--- config.mk ---
export PLATFORM = sky130hd
export DESIGN_NAME = dmem_arbiter
export DESIGN_NICKNAME = d
export VERILOG_FILES = /design/src/rtl/dmem_arbiter_pkg.sv /design/src/rtl/dmem_lane_merge.sv /design/src/rtl/dmem_arbiter.sv
export SDC_FILE = /design/constraint.sdc
export NUM_CORES = 1
export LEC_CHECK = 0
export CAP_MARGIN = 20
export CELL_PAD_IN_SITES_DETAIL_PLACEMENT = 0
export CELL_PAD_IN_SITES_GLOBAL_PLACEMENT = 1
export CORE_MARGIN = 5
export CORE_UTILIZATION = 32
export DETAILED_ROUTE_END_ITERATION = 12
export MAX_ROUTING_LAYER = met4
export PLACE_DENSITY_LB_ADDON = 0.05
export SYNTH_ARGS = -nofsm -noshare
export SYNTH_HDL_FRONTEND = slang
export SYNTH_SLANG_ARGS = --single-unit
--- constraint.sdc ---
create_clock -name i_clk -period 2.1 [get_ports i_clk]
set_input_delay 0.315 -clock i_clk [delete_from_list [all_inputs] [get_ports i_clk]]
set_output_delay 0.315 -clock i_clk [all_outputs]
set_load 0.05 [all_outputs]
--- src/rtl/dmem_arbiter_pkg.sv ---
// Shared types and helpers for the two-port data-memory arbiter.
package dmem_arbiter_pkg;

    localparam int unsigned NUM_DMEM_PORTS = 2;

    typedef enum logic [1:0] {
        MEM_BYTE = 2'b00,
        MEM_HALF = 2'b01,
        MEM_WORD = 2'b10
    } mem_size_e;

    typedef enum logic [1:0] {
        IDLE,
        ACCESS,
        MERGE,
        RESP
    } dmem_arb_state_e;

    // Misaligned half/word accesses and the reserved size code are rejected.
    function automatic logic dmem_req_bad(input logic [1:0] size, input logic [1:0] addr_lo);
        logic bad;
        case (size)
            2'b00:   bad = 1'b0;
            2'b01:   bad = addr_lo[0];
            2'b10:   bad = (addr_lo != 2'b00);
            default: bad = 1'b1;
        endcase
        return bad;
    endfunction

endpackage

--- src/rtl/dmem_lane_merge.sv ---
// Byte/half lane insertion for read-modify-write stores and lane extraction for loads.
module dmem_lane_merge
    import dmem_arbiter_pkg::*;
(
    input  logic [31:0] i_old_word,
    input  logic [31:0] i_wdata,
    input  logic [1:0]  i_size,
    input  logic [1:0]  i_addr_lo,
    output logic [31:0] o_merged,
    output logic [31:0] o_load_data
);

    logic [31:0] w_shifted;

    always_comb begin
        w_shifted = i_old_word >> {i_addr_lo, 3'b000};
        case (i_size)
            MEM_BYTE: o_load_data = {24'h0, w_shifted[7:0]};
            MEM_HALF: o_load_data = {16'h0, w_shifted[15:0]};
            default:  o_load_data = w_shifted;
        endcase
    end

    always_comb begin
        o_merged = i_old_word;
        case (i_size)
            MEM_BYTE: o_merged[{i_addr_lo, 3'b000} +: 8] = i_wdata[7:0];
            MEM_HALF: o_merged[{i_addr_lo[1], 4'b0000} +: 16] = i_wdata[15:0];
            default:  o_merged = i_wdata;
        endcase
    end

endmodule

--- src/rtl/dmem_arbiter.sv ---
// Two-port arbiter/sequencer for the single-port data memory, with sub-word RMW stores.
// Define DMEM_ARB_FIXED_PRIO_EN to give port 0 fixed priority instead of round-robin.
module dmem_arbiter
    import dmem_arbiter_pkg::*;
#(
    parameter int unsigned ADDRESS_WIDTH = 6,
    parameter int unsigned DATA_WIDTH    = 32
) (
    input  logic                                          i_clk,
    input  logic                                          i_rst_n,
    input  logic [NUM_DMEM_PORTS-1:0]                     i_req_valid,
    output logic [NUM_DMEM_PORTS-1:0]                     o_req_ready,
    input  logic [NUM_DMEM_PORTS-1:0]                     i_req_we,
    input  logic [NUM_DMEM_PORTS-1:0][1:0]                i_req_size,
    input  logic [NUM_DMEM_PORTS-1:0][ADDRESS_WIDTH+1:0]  i_req_addr,
    input  logic [NUM_DMEM_PORTS-1:0][DATA_WIDTH-1:0]     i_req_wdata,
    output logic [NUM_DMEM_PORTS-1:0]                     o_rsp_valid,
    output logic                                          o_rsp_err,
    output logic [DATA_WIDTH-1:0]                         o_rsp_rdata,
    output logic                                          o_mem_write_en,
    output logic [ADDRESS_WIDTH+1:0]                      o_mem_address,
    output logic [DATA_WIDTH-1:0]                         o_mem_write_data,
    input  logic [DATA_WIDTH-1:0]                         i_mem_read_data
);

    dmem_arb_state_e          r_state;
    dmem_arb_state_e          w_state_next;
    logic                     r_port;
    logic                     r_we;
    logic [1:0]               r_size;
    logic [ADDRESS_WIDTH+1:0] r_addr;
    logic [DATA_WIDTH-1:0]    r_wdata;
    logic [DATA_WIDTH-1:0]    r_old_word;
    logic                     r_err;
    logic [DATA_WIDTH-1:0]    r_rdata;

    logic                  w_grant_port;
    logic                  w_accept;
    logic                  w_req_bad;
    logic [DATA_WIDTH-1:0] w_lane_word;
    logic [DATA_WIDTH-1:0] w_merged;
    logic [DATA_WIDTH-1:0] w_load_data;

`ifdef DMEM_ARB_FIXED_PRIO_EN
    assign w_grant_port = i_req_valid[0] ? 1'b0 : 1'b1;
`else
    logic r_rr_ptr;

    assign w_grant_port = (&i_req_valid) ? r_rr_ptr : i_req_valid[1];

    always_ff @(posedge i_clk) begin
        if (!i_rst_n) begin
            r_rr_ptr <= 1'b0;
        end else if (w_accept) begin
            r_rr_ptr <= ~w_grant_port;
        end
    end
`endif

    assign w_accept  = (r_state == IDLE) && (|i_req_valid) && i_rst_n;
    assign w_req_bad = dmem_req_bad(i_req_size[w_grant_port], i_req_addr[w_grant_port][1:0]);

    // Loads extract from live read data; MERGE rebuilds from the captured old word.
    assign w_lane_word = (r_state == MERGE) ? r_old_word : i_mem_read_data;

    dmem_lane_merge u_lane_merge (
        .i_old_word  (w_lane_word),
        .i_wdata     (r_wdata),
        .i_size      (r_size),
        .i_addr_lo   (r_addr[1:0]),
        .o_merged    (w_merged),
        .o_load_data (w_load_data)
    );

    always_comb begin
        w_state_next     = r_state;
        o_req_ready      = '0;
        o_rsp_valid      = '0;
        o_rsp_err        = 1'b0;
        o_mem_write_en   = 1'b0;
        o_mem_write_data = '0;
        case (r_state)
            IDLE: begin
                if (w_accept) begin
                    o_req_ready[w_grant_port] = 1'b1;
                    w_state_next = w_req_bad ? RESP : ACCESS;
                end
            end
            ACCESS: begin
                if (r_we && (r_size == MEM_WORD)) begin
                    o_mem_write_en   = 1'b1;
                    o_mem_write_data = r_wdata;
                    w_state_next     = RESP;
                end else if (r_we) begin
                    w_state_next = MERGE;
                end else begin
                    w_state_next = RESP;
                end
            end
            MERGE: begin
                o_mem_write_en   = 1'b1;
                o_mem_write_data = w_merged;
                w_state_next     = RESP;
            end
            RESP: begin
                o_rsp_valid[r_port] = 1'b1;
                o_rsp_err           = r_err;
                w_state_next        = IDLE;
            end
            default: w_state_next = IDLE;
        endcase
        // Reset wins immediately so an abandoned MERGE never writes in the reset cycle.
        if (!i_rst_n) begin
            w_state_next     = IDLE;
            o_req_ready      = '0;
            o_rsp_valid      = '0;
            o_rsp_err        = 1'b0;
            o_mem_write_en   = 1'b0;
            o_mem_write_data = '0;
        end
    end

    assign o_mem_address = i_rst_n ? r_addr : '0;
    assign o_rsp_rdata   = i_rst_n ? r_rdata : '0;

    always_ff @(posedge i_clk) begin
        if (!i_rst_n) begin
            r_state    <= IDLE;
            r_port     <= 1'b0;
            r_we       <= 1'b0;
            r_size     <= 2'b00;
            r_addr     <= '0;
            r_wdata    <= '0;
            r_old_word <= '0;
            r_err      <= 1'b0;
            r_rdata    <= '0;
        end else begin
            r_state <= w_state_next;
            case (r_state)
                IDLE: begin
                    if (w_accept) begin
                        r_port  <= w_grant_port;
                        r_we    <= i_req_we[w_grant_port];
                        r_size  <= i_req_size[w_grant_port];
                        r_addr  <= i_req_addr[w_grant_port];
                        r_wdata <= i_req_wdata[w_grant_port];
                        r_err   <= w_req_bad;
                        if (w_req_bad) begin
                            r_rdata <= '0;
                        end
                    end
                end
                ACCESS: begin
                    if (!r_we) begin
                        r_rdata <= w_load_data;
                    end else if (r_size == MEM_WORD) begin
                        r_rdata <= '0;
                    end else begin
                        r_old_word <= i_mem_read_data;
                    end
                end
                MERGE: r_rdata <= '0;
                default: ;
            endcase
        end
    end

endmodule

Word level (Yosys, flattened, before mapping) --
Index checks and enable logic that the tools add are counted.
Cells by class: $add $sub $neg 2, $lt $le $gt $ge 4, equality and inequality tests 10, shifts and indexed selects 5, muxes and demuxes 44, bitwise gates (word level) 2, reduce and logical (&&, ||, !) cells 15
Operator list (number):
- 32-bit two-way mux | 10
- 32-bit case mux with 2 select lines | 3
- 32-bit case mux with 3 select lines | 1
- 32-bit bitwise mux | 2
- 16-bit by 7-bit variable shift with 32-bit output (first input constant) | 1
- 8-bit by 7-bit variable shift with 32-bit output (first input constant) | 1
- 16-bit by 7-bit indexed part select with 32-bit output | 1
- 8-bit by 7-bit indexed part select with 32-bit output | 1
- 32-bit by 5-bit >> shifter with 32-bit output | 1
- 8-bit two-way mux | 3
- 2-bit two-way mux | 9
- 5-bit negator with 7-bit output | 2
- 1-bit two-way mux | 11
- 2-bit == test (second input constant) | 4
- 2-bit case mux with 4 select lines | 1
- 2-bit by 1-bit == test with 1-bit output (second input constant) | 3
- 2-bit logical NOT | 3
- 1-bit logical AND | 5
- 1-bit by 2-bit < comparator with 1-bit output (second input constant) | 2
- 2-bit inequality test (second input constant) | 2
- 2-bit AND reduction | 2
- 4-bit AND reduction | 1
- 3-bit inequality test (second input constant) | 1
- 1-bit case mux with 3 select lines | 1
- other kinds (8) | 11
Storage, ports and cells: bits in registers 112, output and inout bits 78

Logic depth before layout (Yosys ltp) --
Gate-level depths: netlist (run 1).
word-level depth 9, gate-level depth with buffers 9

Cells and area by module --
A second synthesis (run 1) with hierarchy kept.
Second synthesis, totals: cells, all modules 933, area, all modules 7101.8 µm²
Modules (own cells, without submodules):
- dmem_arbiter | instances 1, cells each 695, area an instance 5489.0 µm², seq. area each 2242.2 µm²
- dmem_lane_merge | instances 1, cells each 238, area an instance 1612.8 µm², seq. area each 0.0 µm²

Worst setup path before layout (run 1) --
No wires, ideal clock.
path type flip-flop to output port, start point register r_addr[0], end point output o_mem_write_data[30], data arrival time 2.942 ns, data required time 1.785 ns, path slack -1.157 ns, cell stages (with the launch flop) 9, path buffers 2, cells stage by stage dfxtp_1 inv_2 buf_2 ha_1 nor4bb_1 clkbuf_1 o2bb2ai_1 a221oi_1 o21ai_0
On the way: cells in the longest elaborated chain, start to end 6, elaborated cells between the ends (all ways) 7, those cells by class 1 x add/sub; 2 x shift; 4 x mux
Ends and longest elaborated chain:
- start: declaration | line dmem_arbiter.sv:31 | logic [ADDRESS_WIDTH+1:0] r_addr;
- start signal: assignment | line dmem_arbiter.sv:145 | r_addr <= i_req_addr[w_grant_port];
- 5-bit negator with 7-bit output * | line dmem_lane_merge.sv:27 | MEM_BYTE: o_merged[{i_addr_lo, 3'b000} +: 8] = i_wdata[7:0];
- 8-bit by 7-bit indexed part select with 32-bit output / 8-bit by 7-bit variable shift with 32-bit output (equally long branches) | line dmem_lane_merge.sv:27
- 32-bit bitwise mux * | line dmem_lane_merge.sv:27
- 32-bit case mux with 2 select lines * | line dmem_lane_merge.sv:26 | case (i_size)
- 32-bit case mux with 2 select lines * | line dmem_arbiter.sv:82 | case (r_state)
- 32-bit two-way mux * | line dmem_arbiter.sv:113 | if (!i_rst_n) begin
- end: declaration | line dmem_arbiter.sv:22 | output logic [DATA_WIDTH-1:0] o_mem_write_data,
Mark *: on every way between the ends. The rest lies on a longest branch, timed or not.

Worst setup path in the final report (run 1) --
start point register r_addr[1], end point output o_mem_write_data[2]
On the way: cells in the longest elaborated chain, start to end 6, elaborated cells between the ends (all ways) 11, those cells by class 2 x add/sub; 4 x shift; 5 x mux
Ends and longest elaborated chain:
- 5-bit negator with 7-bit output, on equally long branches | line dmem_lane_merge.sv:28, dmem_lane_merge.sv:27
- 16-bit by 7-bit indexed part select with 32-bit output, or another cell as far along | line dmem_lane_merge.sv:28 | MEM_HALF: o_merged[{i_addr_lo[1], 4'b0000} +: 16] = i_wdata[15:0];
- 32-bit bitwise mux, on equally long branches | line dmem_lane_merge.sv:28, dmem_lane_merge.sv:27
- 32-bit case mux with 2 select lines * | line dmem_lane_merge.sv:26
- 32-bit case mux with 2 select lines * | line dmem_arbiter.sv:82
- 32-bit two-way mux * | line dmem_arbiter.sv:113
Marked as above.

==> flow_summary.ini, run 1 <==
[sta]
post-route-period-util = 1.21
fin_ws_ns = -0.444
rsz0062_at_grt = yes
fmax_mhz = 393
relSlewSlack = 0.384
hold_viol = 0
tightestPinTransition_ns = 0.917
min_period_ns = 2.54
skew_ns = 0.00774
holdWs_ns = 0.468
drv_slew = 0
setup_viol = 33

[clock_tree]
cts.clk_slew.worst_paths_ns = 0.08
clk_latency_ns = 0.37
ctsHoldBuffers = 0
cts_tree = yes
clockRootBuffer = clkbuf_16
numCtsBuffers = 9
cts_sinks = 112
cts_max_path_buffers = 2
htree_num_levels = 3

[die]
num_io_pins = 200
num_rows = 54
core_region_area_mm2 = 0.0219
fp.dieW_um = 160
start_util = 0.327
dieArea_mm2 = 0.0255
die_y_um = 160

[detailed_routing]
drt_pass1_iterations = 6
drt_iter0_drc = 421
remaining_drc_errors = 0
drt-total-wl_um = 29500
wire_per_inst_um = 19.7
vias = 7839
vias_per_cell = 5.24
drtAntennaViolNets = 0

[run]
maxCapViolCount = 0

[worst_setup_path]
critPathKind = reg2out
slowest_delay_ns = 0.42
crit_fanout = 5
worstPathCellList = clkinvlp_4 -> ha_4 -> or3b_4 -> o221ai_2 -> o211ai_1 -> a21oi_4 -> buf_12
crit_buf_inv = 2
cp.required_ns = 1.78
end_kind = primary output
cp_slowest_cell = or3b_4
worstPathArrival_ns = 2.23
critPathTopFamily = compound AO/OA/AOI/OAI gates
critical_path.startpoint_type = flip-flop

[global_route]
grt_pass1_wl_um = 45100
antenna_found_initial = 1
grt_pass1_vias = 7825
track_usage = 0.227
grt_max_degree = 80
grt_overflow = 0

[yosys]
synth_top_area_share = 0.313
postSynthAreaPerCell_um2 = 7.70
synthArstFlopShare = 0
netlist_area_mm2 = 0.00716
synth_top_area_cell = dfxtp_1
yosysSeqAreaShare = 0.313
yosysMostFrequentCell = nand2_1
ys_types = 55
synth_mux_area_frac = 0.140
synthTopCellsByArea = dfxtp_1 (31%), nand2_1 (12%), mux2i_1 (8.1%), a311oi_1 (5.0%), a21oi_1 (4.6%)
synth_edf_count = 0
synthAdderAreaFrac = 0.0175
synth_top_cells_by_count = nand2_1 (221), dfxtp_1 (112), a21oi_1 (66), nor2_1 (62), mux2i_1 (58)
synth_simple_gate_area_frac = 0.208
synthFlopType = dfxtp_1
synth-compound-area-share = 0.248
synth_top_family_by_area = compound AO/OA/AOI/OAI gates
ys_ff_latch = 112
syn_nets = 1061
synth_xor_area_frac = 0
syn-instance-count = 929
yosys_warnings = 0

[layout]
drive_gt1_frac = 0.324
nFillCells = 2002
seq_area_mm2 = 0.00226
area_growth_pct = 76.5
final_cells = 1497
nNetsFinal = 1343
final_area_mm2 = 0.0126
multi_input_area_mm2 = 0.00529

[place]
pre_cts_ws_ns = -0.188
routabilityCongestion = 0.891
dpl_cell_area_mm2 = 0.0115
dp_cells = 1461
port_buffers = 199
dpl.hpwl_um = 21900

[power_and_ir_drop]
leakagePower_nw = 4.73
sequentialPowerShare = 0.241
finalPower_w = 0.0118
intPower_w = 0.00689
powerDensity_mw_per_mm2 = 937
clockPowerShare = 0.158
comb_power_share = 0.601
switchingPower_w = 0.00496
ir_drop_mv = 0.474
switching_share = 0.419

[outcome]
violations = setup timing
outcome = finished with violations

[min_path]
min_path_type = reg2reg
==> final timing paths <==
kind	start	to	slack [ns]	depth (start not counted)
worst max register to register	r_state[0]	r_rdata[1]	0.01	9
worst min-delay path	r_port	r_port	0.47	2
worst max-delay path	r_addr[1]	o_mem_write_data[2]	-0.44	7
worst min register to register	r_port	r_port	0.47	2
==> cell usage in the layout (no fill, tap or decap), drive strengths merged, types with 10 or more instances in the layout <==
cell | synthesis | final
o221ai | 28 | 28
clkdlybuf4s50 | 0 | 121
o21ai | 24 | 24
a2bb2oi | 15 | 15
o211ai | 15 | 15
a21oi | 66 | 66
o21a | 16 | 16
clkbuf | 55 | 12
dfxtp | 112 | 112
nor2 | 62 | 62
nand2 | 221 | 221
and2 | 27 | 27
ha | 10 | 10
buf | 28 | 230
a311oi | 41 | 41
a21o | 14 | 14
mux2i | 58 | 58
inv | 35 | 36
mux2 | 33 | 33
==> kinds of logic (layout without fill, tap and decap cells) <==
group                    Yosys count  in the layout
AO/OA/AOI/OAI                    248            248
adder cells (fa/ha/maj)           10             10
buffers and inverters            118            405
flip-flops                       112            112
multiplexers                      91             91
other                              0              1
AND/OR/NAND/NOR                  350            350
==> state kept, by name, summed over array words and instances, names as in the netlist <==
register,flops
r_old_word,32
r_rdata,32
r_we,1
r_size,2
r_err,1
r_rr_ptr,1
r_addr,8
r_state,2
r_port,1
r_wdata,32
==> metal layers <==
layer  global-route usage  share of wire  up-vias
met5                    -              0        -
met4               0.0492          0.015        0
met3               0.0502          0.068       29
met2                0.354           0.47      267
met1                0.303           0.45     3665
li1                     -              -     3878
==> worst reg2reg max path: cells and delay by family (launching register included) <==
kind	cells	cell delay [ns]
AOI/OAI and AO/OA	1	0.28
and+or+nand+nor	1	0.05
adders and majority gates	1	0.21
muxes	2	0.59
buffers and inverters	4	0.52
DFF	1	0.33
==> power by group through the flow <==
| stage | clock network (W) | registers (W) | logic, W |
|---|---|---|---|
| 6_report | 0.00187 | 0.00285 | 0.00712 |
| 5_1_grt | 0.00200 | 0.00287 | 0.00753 |
| 2_1_floorplan | 0 | 0.00266 | 0.00370 |
| 4_1_cts | 0.00192 | 0.00282 | 0.00650 |
| 3_3_place_gp | 0 | 0.00284 | 0.00597 |
| 3_5_place_dp | 0 | 0.00285 | 0.00599 |
==> cell type report <==
cell class	instances	share of cell area
sequential	112	0.179
inverter	35	0.0113
multi-input combinational	699	0.419
tap	280	0.0277
clock buffer	9	0.0178
clock inverter	7	0.00703
antenna	1	0.000198
timing repair buffer	354	0.338
==> through the flow <==
stage | setup TNS (ns) | utilization
floorplan | -4.10 | -
global placement | -3.93 | 0.526
detailed placement | -5.82 | 0.526
CTS | -13.00 | 0.556
global route | -15.31 | 0.577
finish | -12.33 | 0.577
==> timing repair <==
item | in CTS | in global routing
cloned | 2 | 4
gates resized for setup | 53 | 62
buffers inserted | 6 | 8
endpoints found under the setup margin | 42 | 54
pin swaps | 19 | 25
No activity file was read; power rests on OpenSTA's default activity.
==> inputs of run 2 (changes only) <==
==> constraint.sdc (replaced) <==
create_clock -name i_clk -period 2.1 [get_ports i_clk]
set_input_delay 0.21 -clock i_clk [delete_from_list [all_inputs] [get_ports i_clk]]
set_output_delay 0.21 -clock i_clk [all_outputs]
set_load 0.05 [all_outputs]
==> run 2 against run 1 <==
Against the previous run: the flow still finishes with violations (setup timing); core utilization down 3.1 points; maximum frequency grew 3.8%; register-to-register slack gained 0.07 ns; clock power is essentially flat; clock skew rose by 0.0047 ns; final area is 5.4% lower; sequential power about the same; hold slack got worse by 0.061 ns; clock-buffer cell count up 1; flip-flop and latch count is the same; first-iteration DRC count grew 4.3%; critical endpoint is now o_mem_write_data[5]; global-route usage is 0.19 points lower.
==> flow_summary.ini, run 2 (synthesized netlist as in run 1, its figures left out) <==
[detailed_routing]
wire_per_inst_um = 19.6
drt-total-wl_um = 28600
drt_pass1_iterations = 5
vias = 7695
vias_per_cell = 5.27
drtAntennaViolNets = 0
remaining_drc_errors = 0
drt_iter0_drc = 439

[sta]
rsz0062_at_grt = yes
min_period_ns = 2.45
hold_viol = 0
tns_ns = -9.39
drv_slew = 0
fin_ws_ns = -0.352
tightestPinTransition_ns = 0.619
fmax_mhz = 408
relSlewSlack = 0.587
setup_viol = 33
skew_ns = 0.0124
post-route-period-util = 1.17

[global_route]
grt_max_degree = 79
track_usage = 0.225
grt_overflow = 0
antenna_found_initial = 0
grt_pass1_vias = 7739
grt_pass1_wl_um = 44700

[power_and_ir_drop]
sequentialPowerShare = 0.258
leakagePower_nw = 4.52
clockPowerShare = 0.169
finalPower_w = 0.0110
comb_power_share = 0.573
ir_drop_mv = 0.439
switching_share = 0.420
powerDensity_mw_per_mm2 = 921
switchingPower_w = 0.00462
intPower_w = 0.00639

[min_path]
min_path_type = in2reg

[layout]
antennaDiodeCount = 0
reg_top3 = r_old_word: 32 flops, r_rdata: 32 flops, r_wdata: 32 flops
nNetsFinal = 1306
area_growth_pct = 66.9
final_cells = 1459
drive_gt1_frac = 0.271
final_cell_mix = nand2_1 (217), clkdlybuf4s50_1 (121), dfxtp_1 (108)
final_area_mm2 = 0.0119
nFillCells = 2083
final_common_cell = nand2_1

[worst_setup_path]
critPathKind = reg2out
worstPathArrival_ns = 2.24
crit_fanout = 5
end_kind = primary output
critical_path.startpoint_type = flip-flop
cp.required_ns = 1.89

[die]
die_y_um = 160
dieArea_mm2 = 0.0255
start_util = 0.327
num_rows = 54
num_io_pins = 200
fp.dieW_um = 160
core_region_area_mm2 = 0.0219

[place]
port_buffers = 199
routabilityCongestion = 0.896
pre_cts_ws_ns = -0.200
dpl_cell_area_mm2 = 0.0112
dpl.hpwl_um = 21400
dp_cells = 1425

[clock_tree]
cts_max_path_buffers = 2
numCtsBuffers = 9
clk_latency_ns = 0.36
ctsHoldBuffers = 0
cts_sinks = 112
cts.clk_slew.worst_paths_ns = 0.08
htree_num_levels = 3
cts_tree = yes
clockRootBuffer = clkbuf_16

[outcome]
outcome = finished with violations
violations = setup timing

[run]
maxCapViolCount = 0
run 2: path summary, 6_finish.rpt:
path                       start  slack (ns)  cells past startpoint                   to
setup / recovery       r_addr[1]       -0.35                      7  o_mem_write_data[5]
hold reg to reg   r_old_word[30]        0.47                      2       r_old_word[30]
setup reg to reg      r_state[0]        0.08                      8           r_rdata[0]
hold / removal    i_req_addr[14]        0.41                      3            r_addr[6]
run 2: final cells by class:
cell class	instances	area (um2)	share of cell area
Clock buffer	10	239	0.0200
Clock inverter	6	77.6	0.00649
Inverter	35	143	0.0119
Multi-Input combinational cell	699	4950	0.414
Sequential cell	112	2250	0.189
Tap cell	280	350	0.0293
Timing Repair Buffer	317	3940	0.329
run 2: power by group through the flow:
stage | Combinational [W] | Clock, W | Sequential [W]
global route | 0.00673 | 0.00197 | 0.00286
global placement | 0.00577 | 0 | 0.00284
finish | 0.00630 | 0.00186 | 0.00284
detailed placement | 0.00579 | 0 | 0.00285
CTS | 0.00622 | 0.00193 | 0.00282
floorplan | 0.00367 | 0 | 0.00265
run 2: worst max-delay path, stage by stage (launching register included):
cell and delay, ns:
dfxtp_4 0.38, clkinvlp_4 0.13, ha_4 0.26, or3b_4 0.42
o221ai_1 0.20, o211ai_1 0.16, a21oi_4 0.20, buf_12 0.15
run 2: per-stage QoR:
step	util	hold slack [ns]
finish	0.546	0.407
floorplan	-	0.346
global placement	0.511	0.442
CTS	0.542	0.391
detailed placement	0.511	0.453
global route	0.546	0.411
run 2: timing repair:
item                       in CTS  in global routing
pin swaps                      30                 10
buffers inserted               13                  1
hold endpoints to repair        0                  0
setup endpoints to repair      47                 52
gates resized for setup        42                 15
gates cloned                    4                  0
run 2: layer usage:
metal	part of all wire	vias up	wire length (um)	track usage
met3	0.070	34	2010	0.0417
met1	0.45	3575	13000	0.306
met4	0.024	0	699	0.0605
met5	0	-	0	-
met2	0.45	291	12900	0.345
li1	-	3795	-	-
==> inputs of run 3 (changes only) <==
--- a/config.mk
+++ b/config.mk
@@ -11,6 +11,7 @@
 export CORE_MARGIN = 5
 export CORE_UTILIZATION = 32
 export DETAILED_ROUTE_END_ITERATION = 12
+export GPL_TIMING_DRIVEN = 0
 export MAX_ROUTING_LAYER = met4
 export PLACE_DENSITY_LB_ADDON = 0.05
 export SYNTH_ARGS = -nofsm -noshare
==> run 3 against run 2 <==
Against the previous run: the flow still finishes with violations (setup timing); routed wire length up 6.8%; power up 3.6%; final cell count up 0.48%; sequential share of layout area up 0.92 points; global-route usage up 1.4 points; core utilization down 2.5 points; clock power down 2%; final area down 4.5%; non-clock buffer count up 4; hold slack worse by 0.0067 ns; first-iteration DRC count down 19%; sequential power about the same; critical endpoint is now o_mem_write_data[1].
==> flow_summary.ini, run 3 (synthesized netlist as in run 1, its figures left out) <==
[clock_tree]
cts_max_path_buffers = 2
numCtsBuffers = 9
htree_num_levels = 3
clockRootBuffer = clkbuf_16
clk_latency_ns = 0.37
ctsHoldBuffers = 0
cts.clk_slew.worst_paths_ns = 0.09
cts_tree = yes
cts_sinks = 112

[global_route]
busiest_layer = met2
grt_pass1_wl_um = 47200
use_met1 = 0.309
grt_max_degree = 21
met3_usage = 0.0502
antenna_found_initial = 3
track_usage = 0.239
grt_pass1_vias = 8214
grt_overflow = 0
met2_usage = 0.376

[outcome]
outcome = finished with violations
violations = setup timing

[place]
dpl.hpwl_um = 23500
port_buffers = 198
pre_cts_ws_ns = -1.23
routabilityCongestion = 0.879

[run]
maxCapViolCount = 0

[worst_setup_path]
critical_path.startpoint_type = flip-flop
worstPathArrival_ns = 2.36
crit_fanout = 5
critPathKind = reg2out
end_kind = primary output
cp.required_ns = 1.89

[die]
die_y_um = 160
fp.dieW_um = 160
num_io_pins = 200
core_region_area_mm2 = 0.0219
start_util = 0.327
dieArea_mm2 = 0.0255
num_rows = 54

[sta]
holdWs_ns = 0.401
post-route-period-util = 1.23
setup_viol = 32
min_period_ns = 2.57
tns_ns = -13.45
skew_ns = 0.0151
drv_slew = 0
fin_ws_ns = -0.474
fmax_mhz = 388
relSlewSlack = 0.499
tightestPinTransition_ns = 0.751
hold_viol = 0
rsz0062_at_grt = yes

[power_and_ir_drop]
leakagePower_nw = 4.25
ir_drop_mv = 0.522
powerDensity_mw_per_mm2 = 1000

[layout]
area_growth_pct = 59.4
nNetsFinal = 1310
drive_gt1_frac = 0.246
final_common_cell = nand2_1
final_cell_mix = nand2_1 (219), clkdlybuf4s50_1 (126), dfxtp_1 (108)
reg_top3 = r_old_word: 32 flops, r_rdata: 32 flops, r_wdata: 32 flops

[detailed_routing]
drt_pass1_iterations = 5
vias = 7754
drtAntennaViolNets = 0
wire_per_inst_um = 20.9
vias_per_cell = 5.29
drt_iter0_drc = 355
drt-total-wl_um = 30600
remaining_drc_errors = 0

[min_path]
min_path_type = in2reg
## run 3: changes by cell type in the layout (fill, tap and decap cells not counted), moves of 12 or more
cell             previous run  this run
buf_12                     91         6
buf_4                      91        38
buf_6                       9        44
clkbuf_1                    0        31
clkdlybuf4s15_2             0        12
dlygate4sd2_1               0        20
mux2i_1                    54        30
mux2i_4                     0        23
## run 3: stage by stage
step / utilization / instance area [um2] / std cells / power (W)
after floorplan: - / 7560 / 929 / 0.00632
after global placement: 0.452 / 9890 / 1407 / 0.00793
after detailed placement: 0.452 / 9900 / 1408 / 0.00795
after CTS: 0.515 / 11300 / 1460 / 0.0111
after global routing: 0.521 / 11400 / 1466 / 0.0119
final: 0.521 / 11400 / 1466 / 0.0114
## run 3: area by class of cell
cell class	count	area [um2]
plain buffers	79	589
well taps	280	350
diodes	3	7.51
clock inverters	6	58.8
clock buffers	10	239
flip-flops and latches	112	2260
fillers	2171	10500
multi-input cells	699	5280
inverters	35	148
repair buffers	242	2480
## run 3: path summary, 6_finish.rpt
path / start / to / slack (ns) / cells after the start
worst max register to register: r_state[0] / r_rdata[2] / 0.02 / 7
worst max-delay path: r_addr[1] / o_mem_write_data[1] / -0.47 / 8
worst min-delay path: i_req_wdata[59] / r_wdata[27] / 0.40 / 3
worst min register to register: r_port / r_port / 0.47 / 2
## run 3: critical path: stages (launching register included)
cell,delay [ns]
dfxtp_4,0.37
buf_8,0.10
clkinvlp_4,0.12
ha_4,0.28
or3b_4,0.43
o221ai_2,0.17
o211ai_1,0.16
a21oi_4,0.19
buf_6,0.18
## run 3: power by group
part | leakage, nW | switching, W | internal [W]
clock network | 0.149 | 0.000943 | 0.000872
registers | 0.914 | 0.000414 | 0.00244
logic | 3.19 | 0.00361 | 0.00313
total | 4.25 | 0.00496 | 0.00644
## run 3: per-layer routing
metal | routed length (um) | vias up
met5 | 0 | -
met4 | 786 | 0
met3 | 1890 | 48
met2 | 14100 | 283
met1 | 13800 | 3603
li1 | - | 3820
## run 3: repair_timing
action | 4_1_cts | 5_1_grt
setup endpoints to repair | 142 | 92
gates cloned | 3 | 2
gates resized for setup | 466 | 32
endpoints found under the hold margin | 0 | 0
pin swaps | 39 | 17
buffers inserted | 37 | 8
